===== src/rtl/riscv_hazard_scoreboard_if.sv =====
// Issue-side bundle between the ID stage and the hazard scoreboard.
// The ID stage (master) presents the decoded instruction and reads back
// the stall/accept decision plus the scoreboard occupancy.
interface riscv_hazard_scoreboard_if #(
  parameter int REG_ADDR_LEN = 5,
  parameter int CNT_WIDTH    = 32
);
  localparam int NUM_REGS = 2 ** REG_ADDR_LEN;

  logic                    issue_valid;
  logic [REG_ADDR_LEN-1:0] issue_rd;
  logic                    issue_reg_write;
  logic                    issue_is_load;
  logic [REG_ADDR_LEN-1:0] issue_rs1;
  logic [1:0]              issue_rs1_use;
  logic [REG_ADDR_LEN-1:0] issue_rs2;
  logic [1:0]              issue_rs2_use;
  logic                    flush;
  logic                    stall;
  logic                    accept;
  logic [NUM_REGS-1:0]     busy;
  logic [CNT_WIDTH-1:0]    stall_count;

  modport master (
    output issue_valid, issue_rd, issue_reg_write, issue_is_load,
           issue_rs1, issue_rs1_use, issue_rs2, issue_rs2_use, flush,
    input  stall, accept, busy, stall_count
  );

  modport slave (
    input  issue_valid, issue_rd, issue_reg_write, issue_is_load,
           issue_rs1, issue_rs1_use, issue_rs2, issue_rs2_use, flush,
    output stall, accept, busy, stall_count
  );
endinterface


===== src/rtl/riscv_hazard_scoreboard.sv =====
// Per-register countdown scoreboard for the ID stage. Each in-flight
// result carries a count of cycles until it reaches the forwarding
// network; an operand stalls while that count is at least the stage
// number in which the consumer actually reads it (1 ID, 2 EX, 3 MEM).
module riscv_hazard_scoreboard #(
  parameter int REG_ADDR_LEN = 5,
  parameter int LAT_WIDTH    = 3,
  parameter int ALU_LAT      = 1,
  parameter int LOAD_LAT     = 2,
  parameter int CNT_WIDTH    = 32
) (
  input logic                     clk,
  input logic                     rst,
  riscv_hazard_scoreboard_if.slave sb
);
  localparam int NUM_REGS = 2 ** REG_ADDR_LEN;

  // x0 owns no storage: entry 0 of cnt_q is never declared
  logic [LAT_WIDTH-1:0] cnt_q [1:NUM_REGS-1];
  logic [LAT_WIDTH-1:0] cnt_d [1:NUM_REGS-1];
  logic [LAT_WIDTH-1:0] cntView [NUM_REGS];
  logic [CNT_WIDTH-1:0] stallCount_q;
  logic [CNT_WIDTH-1:0] stallCount_d;
  logic [NUM_REGS-1:0]  busyVec;
  logic                 haz1;
  logic                 haz2;
  logic                 live;
  logic                 stallInt;
  logic                 acceptInt;
  logic                 writeEn;

  // Full-width read view of the counters with x0 hard-wired to zero
  always_comb begin
    cntView[0] = '0;
    busyVec[0] = 1'b0;
    for (int r = 1; r < NUM_REGS; r++) begin
      cntView[r] = cnt_q[r];
      busyVec[r] = (cnt_q[r] != '0);
    end
  end

  // Operand hazards against pre-update counts, plus the stall/accept decision
  always_comb begin
    haz1 = (sb.issue_rs1_use != 2'd0) && (sb.issue_rs1 != '0) &&
           (int'(cntView[sb.issue_rs1]) >= int'(sb.issue_rs1_use));
    haz2 = (sb.issue_rs2_use != 2'd0) && (sb.issue_rs2 != '0) &&
           (int'(cntView[sb.issue_rs2]) >= int'(sb.issue_rs2_use));
    live      = !rst && sb.issue_valid && !sb.flush;
    stallInt  = live && (haz1 || haz2);
    acceptInt = live && !stallInt;
    writeEn   = acceptInt && sb.issue_reg_write && (sb.issue_rd != '0);
  end

  // Next counts: everything ages by one, an accepted producer reloads its rd
  always_comb begin
    for (int r = 1; r < NUM_REGS; r++) begin
      cnt_d[r] = (cnt_q[r] != '0) ? (cnt_q[r] - LAT_WIDTH'(1)) : '0;
      if (writeEn && (sb.issue_rd == REG_ADDR_LEN'(r))) begin
        cnt_d[r] = sb.issue_is_load ? LAT_WIDTH'(LOAD_LAT) : LAT_WIDTH'(ALU_LAT);
      end
    end
    stallCount_d = stallCount_q;
    if (stallInt && (stallCount_q != '1)) begin
      stallCount_d = stallCount_q + CNT_WIDTH'(1);
    end
  end

  // Scoreboard and performance counter state with synchronous clear
  always_ff @(posedge clk) begin
    if (rst) begin
      for (int r = 1; r < NUM_REGS; r++) begin
        cnt_q[r] <= '0;
      end
      stallCount_q <= '0;
    end else begin
      for (int r = 1; r < NUM_REGS; r++) begin
        cnt_q[r] <= cnt_d[r];
      end
      stallCount_q <= stallCount_d;
    end
  end

  // Drive the interface outputs
  always_comb begin
    sb.stall       = stallInt;
    sb.accept      = acceptInt;
    sb.busy        = busyVec;
    sb.stall_count = stallCount_q;
  end
endmodule


===== src/flat_wrapper.sv =====
// flat-port wrapper written by rule: the top's interface ports become plain ports
module riscv_hazard_scoreboard_flat 
#(
  parameter int REG_ADDR_LEN = 5,
  parameter int LAT_WIDTH    = 3,
  parameter int ALU_LAT      = 1,
  parameter int LOAD_LAT     = 2,
  parameter int CNT_WIDTH    = 32
)
  (clk, rst, sb_issue_valid, sb_issue_rd, sb_issue_reg_write, sb_issue_is_load, sb_issue_rs1, sb_issue_rs1_use, sb_issue_rs2, sb_issue_rs2_use, sb_flush, sb_stall, sb_accept, sb_busy, sb_stall_count);
  riscv_hazard_scoreboard_if #(.REG_ADDR_LEN(REG_ADDR_LEN), .CNT_WIDTH(CNT_WIDTH)) sb_i ();
  input logic clk;
  input logic rst;
  input wire logic [$bits(sb_i.issue_valid)-1:0] sb_issue_valid;
  input wire logic [$bits(sb_i.issue_rd)-1:0] sb_issue_rd;
  input wire logic [$bits(sb_i.issue_reg_write)-1:0] sb_issue_reg_write;
  input wire logic [$bits(sb_i.issue_is_load)-1:0] sb_issue_is_load;
  input wire logic [$bits(sb_i.issue_rs1)-1:0] sb_issue_rs1;
  input wire logic [$bits(sb_i.issue_rs1_use)-1:0] sb_issue_rs1_use;
  input wire logic [$bits(sb_i.issue_rs2)-1:0] sb_issue_rs2;
  input wire logic [$bits(sb_i.issue_rs2_use)-1:0] sb_issue_rs2_use;
  input wire logic [$bits(sb_i.flush)-1:0] sb_flush;
  output wire logic [$bits(sb_i.stall)-1:0] sb_stall;
  output wire logic [$bits(sb_i.accept)-1:0] sb_accept;
  output wire logic [$bits(sb_i.busy)-1:0] sb_busy;
  output wire logic [$bits(sb_i.stall_count)-1:0] sb_stall_count;
  assign sb_i.issue_valid = sb_issue_valid;
  assign sb_i.issue_rd = sb_issue_rd;
  assign sb_i.issue_reg_write = sb_issue_reg_write;
  assign sb_i.issue_is_load = sb_issue_is_load;
  assign sb_i.issue_rs1 = sb_issue_rs1;
  assign sb_i.issue_rs1_use = sb_issue_rs1_use;
  assign sb_i.issue_rs2 = sb_issue_rs2;
  assign sb_i.issue_rs2_use = sb_issue_rs2_use;
  assign sb_i.flush = sb_flush;
  assign sb_stall = sb_i.stall;
  assign sb_accept = sb_i.accept;
  assign sb_busy = sb_i.busy;
  assign sb_stall_count = sb_i.stall_count;
  riscv_hazard_scoreboard #(.REG_ADDR_LEN(REG_ADDR_LEN), .LAT_WIDTH(LAT_WIDTH), .ALU_LAT(ALU_LAT), .LOAD_LAT(LOAD_LAT), .CNT_WIDTH(CNT_WIDTH)) u_core (.clk(clk), .rst(rst), .sb(sb_i));
endmodule

===== config.mk =====
export PLATFORM = sky130hd
export DESIGN_NAME = riscv_hazard_scoreboard_flat
export DESIGN_NICKNAME = d
export VERILOG_FILES = /design/src/rtl/riscv_hazard_scoreboard_if.sv /design/src/rtl/riscv_hazard_scoreboard.sv /design/src/flat_wrapper.sv
export SDC_FILE = /design/constraint.sdc
export NUM_CORES = 1
export LEC_CHECK = 0
export CAP_MARGIN = 10
export CORE_ASPECT_RATIO = 1.75
export CORE_MARGIN = 2
export CORE_UTILIZATION = 52
export DETAILED_ROUTE_END_ITERATION = 10
export GPL_ROUTABILITY_DRIVEN = 1
export HOLD_SLACK_MARGIN = 0.12
export PLACE_DENSITY = 0.83
export SETUP_SLACK_MARGIN = 0.4
export SYNTH_ARGS = -nofsm -noshare
export SYNTH_HDL_FRONTEND = slang
export SYNTH_SLANG_ARGS = --single-unit

===== constraint.sdc =====
create_clock -name clk -period 7.4 [get_ports clk]
set_input_delay 2.22 -clock clk [delete_from_list [all_inputs] [get_ports clk]]
set_output_delay 2.22 -clock clk [all_outputs]
set_load 0.1 [all_outputs]

Yosys cells after proc, flatten, opt, wreduce, memory -nomap -nowiden
Memory sizes are Yosys's and may differ from the RTL's.
Cells that the tools add are included.

operators by class
  add/sub/neg operators = 32
  $mul = 0
  divide/modulo/power cells = 0
  magnitude comparators = 4
  equality and inequality tests = 32
  shift-type cells = 0
  muxes and demuxes = 103
  bitwise operators = 33
  reduce and logical (&&, ||, !) cells = 82

operators with widths
  operator               count
  $mux 3                 97
  $reduce_bool 3->1      31
  $sub 3x1->3 const B    31
  $eq 5x5->1 const B     16
  $logic_and 1x1->1      42
  $eq 5x4->1 const B     8
  $add 32x1->32 const B  1
  $ne 32x32->1 const B   1
  $or 1x1->1             31
  $bmux 3 s5             2
  $eq 5x3->1 const B     4
  $reduce_bool 5->1      3
  $ge 6x6->1 const B     2
  $not 5->6              2
  $eq 5x2->1 const B     2
  $ge 3x2->1             2
  $eq 5x1->1 const B     1
  $reduce_bool 2->1      2
  $logic_not 1->1        3
  $mux 1                 3
  $mux 2                 1
  $logic_or 1x1->1       1

storage, ports and cells
  flip-flop bits (word level) = 32
  bits in latches = 0
  RAM bits = 93
  bits in read-only memories = 0
  input bits = 25
  output and inout port bits = 66
  memories kept = 1

memory list
  memory        words  width  read ports  clocked after memory_dff  wr ports  line                           RTL
  u_core.cnt_q  31     3      31          0                         31        riscv_hazard_scoreboard.sv:19  logic [LAT_WIDTH-1:0] cnt_q [1:NUM_REGS-1];

Logic depth before layout (Yosys ltp)
Gate-level depths: netlist (run 1).

  depth in word-level cells = 15
  depth in mapped cells = 18
  mapped depth without buffers = 14

Least setup slack after synthesis (run 1)
Ideal clock, no wire load.

  kind = input to output
  from = input sb_issue_rs2[1]
  to = output sb_accept
  arrival time = 6.451 ns
  required time = 5.180 ns
  slack = -1.271 ns
  stages on the path = 13
  path buffers = 3
  path through = buf_2 -> buf_1 -> mux4_2 -> mux4_2 -> o21ai_0 -> ha_1 -> nand2b_1 -> a21oi_1 -> nand3b_1 -> o211ai_1 -> o21ai_2 -> buf_2 -> nor2_1

between the ends
  word-level cells in the longest chain between the ends = 10
  elaborated cells between the ends (all ways) = 12
  classes of those cells = order compare (1); mux (3); bitwise (1); reduce/logical (7)

ends and longest elaborated chain
  what                                        line                           RTL
  start, declared                             flat_wrapper.sv:20             input wire logic [$bits(sb_i.issue_rs2)-1:0] sb_issue_rs2;
  $not 5->6 (implied by the code)             riscv_hazard_scoreboard.sv:47  (int'(cntView[sb.issue_rs2]) >= int'(sb.issue_rs2_use));
  $bmux 3 s5                                  riscv_hazard_scoreboard.sv:47
  $mux 3 (implied by the code) (2 in series)  riscv_hazard_scoreboard.sv:47
  $ge 3x2->1                                  riscv_hazard_scoreboard.sv:47
  $logic_and 1x1->1 *                         riscv_hazard_scoreboard.sv:46  haz2 = (sb.issue_rs2_use != 2'd0) && (sb.issue_rs2 != '0) &&
  $logic_or 1x1->1 *                          riscv_hazard_scoreboard.sv:49  stallInt = live && (haz1 || haz2);
  $logic_and 1x1->1 *                         riscv_hazard_scoreboard.sv:49
  $logic_not 1->1 *                           riscv_hazard_scoreboard.sv:50  acceptInt = live && !stallInt;
  $logic_and 1x1->1 *                         riscv_hazard_scoreboard.sv:50
  end, declared                               flat_wrapper.sv:24             output wire logic [$bits(sb_i.accept)-1:0] sb_accept;

Every way passes the cells marked *; elsewhere a longest branch is shown, timed or not. The select of a mux whose other input is x is not followed.

Worst setup path in the final report (run 1)
  from = input sb_issue_rs2[0]
  to = output sb_accept

The elaborated chain is that of the path after synthesis.

==> out/results.tsv, run 1 <==
metric	value	unit
layout_commonest_cell	dfxtp_1	
area_growth_syn_to_layout	24.9	%
dp_hpwl	17.5	mm
vdd_drop_max	310	uV
synth_warnings	0	
clock-sinks	125	
synthesis.area	8040	um^2
drt_first_pass_iters	7	
cp_data_required_time	5.18	ns
drtIter0Drc	456	
worst_pin_slew	0.993	ns
drv_slew	0	
antenna_left	0	
synthFlopType	dfxtp_1	
synthCells	889	
cts_buffer_depth	2	
n_antenna_cell	0	
arrival	4.96	ns
wl_per_cell	20.3	um
cts_tree	built	
crit_type	in2out	
cts_buffers	17	
r2r_start	u_core.cnt_q[1][9]	
n_fill_cell	1224	
nets	1050	
startpoint_type	primary input	
antenna_found_initial	0	
syn_area_per_cell	9.04	um^2
multi_input_area	5060	um^2
vias	7558	
cts_root_buffer	clkbuf_16	
cts-htree-levels	4	
synth_edf_count	0	
cp_max_fo	7	
max-slew-margin-rel	0.336	
crit_path_start	sb_issue_rs2[0]	
setup_viol	0	
drcViolationCount	0	
overflow	0	
p_leak	3.75	nW
grt_pass1_vias	7598	
finalWeightedCongestion	0.980	
ys_seq_area_frac	0.311	
min_period	7.18	ns
drt-total-wl	24.1	mm
die_w	98.0	um
fin_crit_sh	0.971	
grt_pass1_wl	38.3	mm
initial_utilization	0.527	
final_hold_viol_count	0	
ys_async_sr_fraction	0	
fin_skew	0.00800	ns
dpl_worst_slack	-0.294	ns
die_h	168	um
cpPeakStageDelay	0.50	ns
seqCellArea	2500	um^2
hold_class	reg2reg	
clk_pin_slew	0.06	ns
status	finished, final reports clean	
clock_latency	0.41	ns
rsz0062_at_grt	true	
viasPerCell	6.38	
path_cells	buf_8 -> buf_12 -> mux4_2 -> mux4_2 -> o21ai_2 -> ha_1 -> nand2b_4 -> a21oi_4 -> nand3b_1 -> o211ai_1 -> buf_4 -> o21ai_4 -> nor2_4 -> buf_12	
ys_ff_latch	125	
total_power	3.35	mW
cp-end-kind	output pin	
slowest_stage	mux4_2	
fin_ws	0.218	ns
grt_max_degree	74	
port_buffers	89	
powerDensity	334	nW/um^2
ys_types	61	
max_clock_freq	139	MHz
io_pins	91	
syn-num-nets	950	
drive_above_1_share	0.216	
cap_violations	0	
core	15200	um^2
hold_path_startpoint	u_core.sb.stall_count[22]	
placementRows	60	
dieArea	16500	um^2
most-common-layout-cells	dfxtp_1 (125), clkdlybuf4s50_1 (79), nand2_1 (78)	
grt_usage	0.290	
==> state kept, by name, summed over array words and instances (netlist names) <==
register,count
u_core.cnt_q,93
u_core.sb.stall_count,32
==> kinds of logic (layout without fill, tap and decap cells) <==
group / count (synthesis) / in the layout / share of synthesized area
AO/OA/AOI/OAI: 150 / 150 / 0.119
adder cells (fa/ha/maj): 36 / 36 / 0.0560
buffers and inverters: 124 / 234 / 0.0736
flip-flops: 125 / 125 / 0.311
multiplexers: 125 / 125 / 0.218
other: 1 / 1 / 0.000467
AND/OR/NAND/NOR: 328 / 328 / 0.221
==> layout make-up <==
cell class | instances | area share
Clock buffer | 23 | 0.0496
Clock inverter | 6 | 0.0132
Inverter | 68 | 0.0254
Multi-Input combinational cell | 640 | 0.504
Sequential cell | 125 | 0.249
Tap cell | 186 | 0.0232
Timing Repair Buffer | 137 | 0.135
==> metal layers <==
metal  global-route usage  up-vias  wire length, um
li1                     -     3507                -
met1                0.299     3561             8390
met2                0.524      369            12500
met3               0.0553      121             1470
met4                0.196        0             1660
met5                    0        -                0
==> path summary, 6_finish.rpt <==
kind	to	slack, ns	cells past startpoint
worst min-delay path	u_core.sb.stall_count[22]	0.49	2
worst max register to register	u_core.cnt_q[3][1]	3.21	14
worst max-delay path	sb_accept	0.22	14
worst min register to register	u_core.sb.stall_count[22]	0.49	2
==> power breakdown <==
group / internal, mW / total [mW] / switching [mW]
Combinational: 0.475 / 1.53 / 1.06
Sequential: 0.778 / 0.918 / 0.140
Clock: 0.603 / 0.903 / 0.300
Total: 1.86 / 3.35 / 1.50
==> what timing repair did <==
item	in CTS	in global routing
setup endpoints to repair	2	2
gates resized for setup	40	3
hold buffers	0	0
pin swaps	15	3
setup buffers	3	0
cloned	1	1
==> Yosys cell counts, types with 3 or more instances <==
cell type	n	share of area
or2_2	5	0.0039
nand2_1	78	0.036
nor4b_1	4	0.0044
nor3_2	8	0.010
nor2b_1	10	0.0078
nor3_1	50	0.031
buf_1	4	0.0019
a22o_1	4	0.0044
buf_4	6	0.0056
o211ai_1	3	0.0028
dfxtp_1	125	0.31
nor4_1	32	0.025
mux2_2	65	0.091
a211oi_1	4	0.0037
o22ai_1	6	0.0047
and2_1	4	0.0031
and3_1	10	0.0078
o221ai_1	5	0.0054
nand4_1	15	0.012
buf_2	14	0.0087
ha_1	36	0.056
nand3b_1	3	0.0028
mux2i_1	24	0.030
nor2_1	45	0.021
or3_1	7	0.0054
o31ai_1	24	0.022
clkbuf_1	19	0.0089
mux2_1	3	0.0042
mux4_2	32	0.090
a2111oi_0	3	0.0033
dlygate4sd3_1	4	0.0050
o21ai_0	14	0.0087
nand3_1	18	0.011
inv_1	68	0.032
or4_1	24	0.022
a21oi_1	69	0.043
buf_6	5	0.0070
nand2b_1	8	0.0062
==> critical path, delay by kind of cell <==
family | cells | cell delay (ns)
AOI/OAI and AO/OA | 4 | 0.57
adders and majority gates | 1 | 0.25
buffers and inverters | 4 | 0.55
and+or+nand+nor | 3 | 0.37
muxes | 2 | 1.00
==> stage by stage <==
step | hold slack [ns] | setup TNS, ns | util | instances | instance area, um^2
detailed placement | 0.478 | -0.560 | 0.607 | 1151 | 9250
finish | 0.494 | 0 | 0.658 | 1185 | 10000
floorplan | 0.541 | 0 | - | 889 | 8180
global route | 0.542 | 0 | 0.658 | 1185 | 10000
global placement | 0.474 | -0.425 | 0.607 | 1151 | 9250
CTS | 0.495 | 0 | 0.657 | 1184 | 10000
No activity file was read; power rests on OpenSTA's default activity.
==> run 2, diff against run 1 <==
Settings changed: CORE_UTILIZATION 52 to 50, PLACE_DENSITY 0.83 to 0.8, SLEW_MARGIN set to 20.
==> out/results.tsv, run 2 (same netlist as run 1, synthesis figures left out) <==
metric	value	unit	change
drcViolationCount	0		unchanged
cap_violations	0		unchanged
cts_buffer_depth	2		unchanged
final_area	9900	um^2	was 10000 um^2
drt-total-wl	23.1	mm	was 24.1 mm
drive_above_1_share	0.207		was 0.216
area_growth_syn_to_layout	23.2	%	was 24.9%
dpl_worst_slack	-0.285	ns	was -0.294 ns
port_buffers	89		unchanged
placementRows	61		was 60
path_cells	clkdlybuf4s50_1 -> buf_4 -> a221o_1 -> a21oi_1 -> a21oi_1 -> o21a_1 -> ha_1 -> a211oi_2 -> a31oi_1 -> o211ai_2 -> o21a_4 -> nor2_4 -> buf_12		was buf_8 -> buf_12 -> mux4_2 -> mux4_2 -> o21ai_2 -> ha_1 -> nand2b_4 -> a21oi_4 -> nand3b_1 -> o211ai_1 -> buf_4 -> o21ai_4 -> nor2_4 -> buf_12
cts_tree	built		unchanged
multi_input_area	5050	um^2	was 5060 um^2
antenna_left	0		unchanged
drt_first_pass_iters	6		was 7
drv_slew	0		unchanged
cp-end-kind	output pin		unchanged
finalWeightedCongestion	1.04		was 0.980
cpPeakStageDelay	0.50	ns	about the same
min_period	7.15	ns	was 7.18 ns
crit_type	in2out		unchanged
nets	1040		was 1050
rsz0062_at_grt	true		unchanged
vias	7538		was 7558
viasPerCell	6.38		about the same
io_pins	91		unchanged
cts-htree-levels	4		unchanged
seqCellArea	2500	um^2	unchanged
hold_class	reg2reg		unchanged
status	finished, final reports clean		unchanged
die_w	99.8	um	was 98.0 um
crit_family	compound AO/OA/AOI/OAI gates		was multiplexers
core	15800	um^2	was 15200 um^2
most-common-layout-cells	dfxtp_1 (125), clkdlybuf4s50_1 (80), nand2_1 (78)		was dfxtp_1 (125), clkdlybuf4s50_1 (79), nand2_1 (78)
wl_per_cell	19.6	um	was 20.3 um
final_hold_viol_count	0		unchanged
grt_max_degree	69		was 74
cp_data_required_time	5.18	ns	about the same
n_fill_cell	1334		was 1224
max_clock_freq	140	MHz	was 139 MHz
grt_usage	0.273		was 0.290
powerDensity	334	nW/um^2	about the same
dpl_cell_area	9170	um^2	was 9250 um^2
startpoint_type	primary input		unchanged
p_sw	1.49	mW	was 1.50 mW
clock-sinks	125		unchanged
overflow	0		unchanged
setup_viol	0		unchanged
layout_commonest_cell	dfxtp_1		unchanged
grt_pass1_vias	7469		was 7598
arrival	4.93	ns	was 4.96 ns
dp_hpwl	16.9	mm	was 17.5 mm
cts_buffers	17		unchanged
cp_max_fo	6		was 7
pwr-share-clk	0.266		was 0.269
crit_buf_inv	3		was 4
cpMostUsedCell	a21oi_1		
n_antenna_cell	0		unchanged
slowest_stage	clkdlybuf4s50_1		was mux4_2
worst_pin_slew	1.01	ns	was 0.993 ns
max-slew-margin-rel	0.325		was 0.336
clk_pin_slew	0.06	ns	about the same
p_leak	3.66	nW	was 3.75 nW
initial_utilization	0.509		was 0.527
switching_share	0.452		was 0.447
fin_ws	0.249	ns	was 0.218 ns
power_frac_comb	0.458		was 0.457
dieArea	17100	um^2	was 16500 um^2
grt_pass1_wl	36.9	mm	was 38.3 mm
fin_crit_sh	0.966		was 0.971
intPower	1.82	mW	was 1.86 mW
vdd_drop_max	323	uV	was 310 uV
fin_skew	0.0142	ns	was 0.00800 ns
drtIter0Drc	558		was 456
seqPwrFrac	0.275		was 0.274
die_h	172	um	was 168 um
antenna_found_initial	0		unchanged
clock_latency	0.42	ns	was 0.41 ns
largest_reg_flops	93		unchanged
regMostFlops	u_core.cnt_q		unchanged
cts_root_buffer	clkbuf_16		unchanged
-- run 2: changes by cell type in the layout (fill, tap and decap cells not counted), moves of 2 or more --
cell,before,now
clkbuf_1,1,3
clkinvlp_4,1,3
buf_6,8,4
buf_2,2,0
clkinv_2,1,3
clkbuf_8,5,1
buf_4,38,34
buf_8,1,3
-- run 2: per-stage QoR --
stage          power [mW]  setup TNS [ns]  hold WS (ns)   util  cells
5_1_grt              3.45               0         0.507  0.627   1181
3_5_place_dp         2.42          -0.565         0.487  0.580   1144
3_3_place_gp         2.39          -0.404         0.474  0.580   1144
4_1_cts              3.32               0         0.496  0.626   1181
2_1_floorplan        2.07               0         0.541      -    889
6_report             3.31               0         0.494  0.627   1181
-- run 2: worst register-to-register path, delay by kind of cell, from the launching register on --
kind	cells	cell delay (ns)
adder cells (fa/ha/maj)	1	0.24
buffers and inverters	1	0.30
flip-flops	1	0.38
AND/OR/NAND/NOR	3	0.94
multiplexers	3	1.36
AO/OA/AOI/OAI	4	0.66
-- run 2: layer usage --
metal	share of wire	wire (um)	GRT usage
met5	0	0	0
met2	0.52	12000	0.485
met4	0.072	1660	0.203
met1	0.36	8240	0.285
met3	0.052	1210	0.0463
-- run 2: area by class of cell --
cell class | count | area share
tap | 189 | 0.0239
clock inverter | 11 | 0.0168
timing repair buffer | 127 | 0.126
sequential | 125 | 0.253
inverter | 68 | 0.0258
multi-input combinational | 640 | 0.510
clock buffer | 21 | 0.0455
-- run 2: repair_timing --
item | 4_1_cts | 5_1_grt
pin swaps | 11 | 3
buffers inserted | 5 | 0
setup endpoints to repair | 2 | 2
hold buffers | 0 | 0
resized for setup | 35 | 3
-- run 2: worst paths after layout --
| check | end | startpoint | slack, ns | depth (start not counted) |
|---|---|---|---|---|
| min reg2reg | u_core.sb.stall_count[22] | u_core.sb.stall_count[22] | 0.49 | 2 |
| max | sb_stall | sb_issue_rs1[3] | 0.25 | 13 |
| min | u_core.sb.stall_count[22] | u_core.sb.stall_count[22] | 0.49 | 2 |
| max reg2reg | u_core.cnt_q[3][7] | u_core.cnt_q[1][15] | 3.38 | 12 |
-- run 2: power groups by stage --
stage / registers, mW / logic [mW] / clock network [mW]
finish: 0.911 / 1.52 / 0.882
CTS: 0.902 / 1.52 / 0.894
detailed placement: 0.915 / 1.50 / 0
global placement: 0.909 / 1.48 / 0
floorplan: 0.868 / 1.20 / 0
global route: 0.920 / 1.61 / 0.920
==> run 3, diff against run 2 <==
--- a/constraint.sdc
+++ b/constraint.sdc
@@ -3,2 +3,2 @@
 set_output_delay 2.22 -clock clk [all_outputs]
-set_load 0.1 [all_outputs]
+set_load 0.05 [all_outputs]
==> out/results.tsv, run 3 (same netlist as run 1, synthesis figures left out) <==
metric	value	unit	change
cts_root_buffer	clkbuf_16		unchanged
cts_buffer_depth	2		unchanged
dp_hpwl	16.9	mm	about the same
stdcell_count	1183		was 1181
vias	7644		was 7538
clock_latency	0.42	ns	about the same
crit_type	in2out		unchanged
cts-htree-levels	4		unchanged
cp-end-kind	output pin		unchanged
cap_violations	0		unchanged
drtIter0Drc	649		was 558
dieArea	17100	um^2	unchanged
switching_share	0.380		was 0.452
multi_input_area	5050	um^2	about the same
grt_pass1_wl	36.6	mm	was 36.9 mm
worstHoldEndpoint	u_core.sb.stall_count[9]		was u_core.sb.stall_count[22]
arrival	4.89	ns	was 4.93 ns
drt_first_pass_iters	6		unchanged
die_h	172	um	unchanged
nets	1042		was 1040
dpl_cell_area	9160	um^2	was 9170 um^2
met3RoutedLength	1.33	mm	was 1.21 mm
port_buffers	89		unchanged
largest_reg_flops	93		unchanged
regMostFlops	u_core.cnt_q		unchanged
drt-total-wl	23.2	mm	was 23.1 mm
met2_length	12.3	mm	was 12.0 mm
p_leak	3.71	nW	was 3.66 nW
placementRows	61		unchanged
grt_max_degree	75		was 69
grt_usage	0.270		was 0.273
vdd_drop_max	192	uV	was 323 uV
die_w	99.8	um	unchanged
status	finished, final reports clean		unchanged
finalWeightedCongestion	1.00		was 1.04
r2r.worst_path.cells	13		was 12
seqCellArea	2500	um^2	unchanged
seqPwrFrac	0.293		was 0.275
setup_viol	0		unchanged
fin_crit_sh	0.960		was 0.966
drcViolationCount	0		unchanged
n_fill_cell	1272		was 1334
drive_above_1_share	0.210		was 0.207
hold_class	reg2reg		unchanged
grt_pass1_vias	7358		was 7469
clk_pin_slew	0.05	ns	was 0.06 ns
fin_skew	0.0222	ns	was 0.0142 ns
most-common-layout-cells	dfxtp_1 (125), clkdlybuf4s50_1 (80), nand2_1 (78)		unchanged
io_pins	91		unchanged
startpoint_type	primary input		unchanged
antenna_found_initial	0		unchanged
antenna_left	0		unchanged
n_antenna_cell	0		unchanged
intPower	1.93	mW	was 1.82 mW
cts_hold_buf	0		unchanged
overflow	0		unchanged
pwr-share-clk	0.324		was 0.266
p_sw	1.18	mW	was 1.49 mW
cts_buffers	17		unchanged
clock-sinks	125		unchanged
wl_met1	8.34	mm	was 8.24 mm
power_frac_comb	0.384		was 0.458
final_hold_viol_count	0		unchanged
max-slew-margin-rel	0.374		was 0.325
dp.cells	1146		was 1144
worst_pin_slew	0.937	ns	was 1.01 ns
hold_path_depth	2		unchanged
top_layer_used	met4		unchanged
viasPerCell	6.46		was 6.38
total_power	3.11	mW	was 3.31 mW
min_period	7.11	ns	was 7.15 ns
drv_slew	0		unchanged
layout_commonest_cell	dfxtp_1		unchanged
core	15800	um^2	unchanged
utilization	0.632		was 0.627
regToRegSetupSlack	3.23	ns	was 3.38 ns
initial_utilization	0.509		unchanged
cp_data_required_time	5.18	ns	about the same
cts_tree	built		unchanged
area_growth_syn_to_layout	24.3	%	was 23.2%
wl_per_cell	19.6	um	about the same
cp_max_fo	4		was 6
r2r_start	u_core.cnt_q[1][21]		was u_core.cnt_q[1][15]
max_clock_freq	141	MHz	was 140 MHz
hold_path_startpoint	u_core.sb.stall_count[9]		was u_core.sb.stall_count[22]
final_area	9990	um^2	was 9900 um^2
worst_r2r_endpoint	u_core.cnt_q[3][0]		was u_core.cnt_q[3][7]
rsz0062_at_grt	true		unchanged
powerDensity	311	nW/um^2	was 334 nW/um^2
==> run 3: changes by cell type in the layout (fill, tap and decap cells not counted), sizes merged <==
cell	before	now
bufinv	4	7
buf	45	47
clkbuf	21	19
clkinvlp	3	1
inv	68	69
==> run 3: timing repair <==
action,CTS,global route
gates cloned,0,0
gates resized for setup,39,2
setup endpoints to repair,2,2
pin swaps,10,6
setup buffers,2,3
==> run 3: stage by stage <==
step | setup slack, ns | hold WS [ns] | TNS [ns]
floorplan | 0.227 | 0.541 | 0
global placement | -0.224 | 0.477 | -0.414
detailed placement | -0.293 | 0.492 | -0.542
CTS | 0.297 | 0.501 | 0
global route | 0.195 | 0.512 | 0
finish | 0.295 | 0.497 | 0
==> run 3: cell type report <==
cell class,instances,share of cell area
clock buffer,19,0.0443
clock inverter,13,0.0262
inverter,68,0.0256
multi-input combinational,640,0.506
sequential,125,0.251
tap,189,0.0237
timing repair buffer,129,0.124
==> run 3: power groups by stage <==
| stage | Combinational, mW | Sequential (mW) | Clock [mW] |
|---|---|---|---|
| 6_report | 1.19 | 0.910 | 1.01 |
| 5_1_grt | 1.28 | 0.918 | 1.04 |
| 2_1_floorplan | 0.872 | 0.867 | 0 |
| 3_5_place_dp | 1.17 | 0.914 | 0 |
| 4_1_cts | 1.19 | 0.901 | 1.01 |
| 3_3_place_gp | 1.15 | 0.909 | 0 |
==> run 3: worst max-delay path by stage <==
stage	slack (ns)	startpoint	cells past startpoint	endpoint
final	0.29	sb_issue_rs1[3]	15	sb_stall
after global routing	0.19	sb_issue_rs2[1]	14	sb_stall
after CTS	0.30	sb_issue_rs2[1]	14	sb_stall
after detailed placement	-0.29	sb_issue_rs1[1]	12	sb_stall
after global placement	-0.22	sb_issue_rs1[1]	15	sb_stall
after floorplan	0.23	sb_issue_rs2[0]	13	sb_accept
==> run 3: per-layer routing <==
layer / track usage / vias to the layer above
met1: 0.288 / 3653
met5: 0 / -
met3: 0.0459 / 101
met4: 0.151 / 0
li1: - / 3504
met2: 0.497 / 386
==> run 3: critical path, cell delays in order <==
cell,delay [ns]
clkdlybuf4s50_1,0.58
inv_2,0.07
buf_4,0.16
o221ai_2,0.06
o22ai_1,0.11
o21ai_1,0.20
o21ai_2,0.09
ha_1,0.28
nand2b_1,0.17
a21oi_1,0.17
nand4_1,0.12
o211ai_2,0.26
o21a_4,0.19
nor2_4,0.04
buf_6,0.17
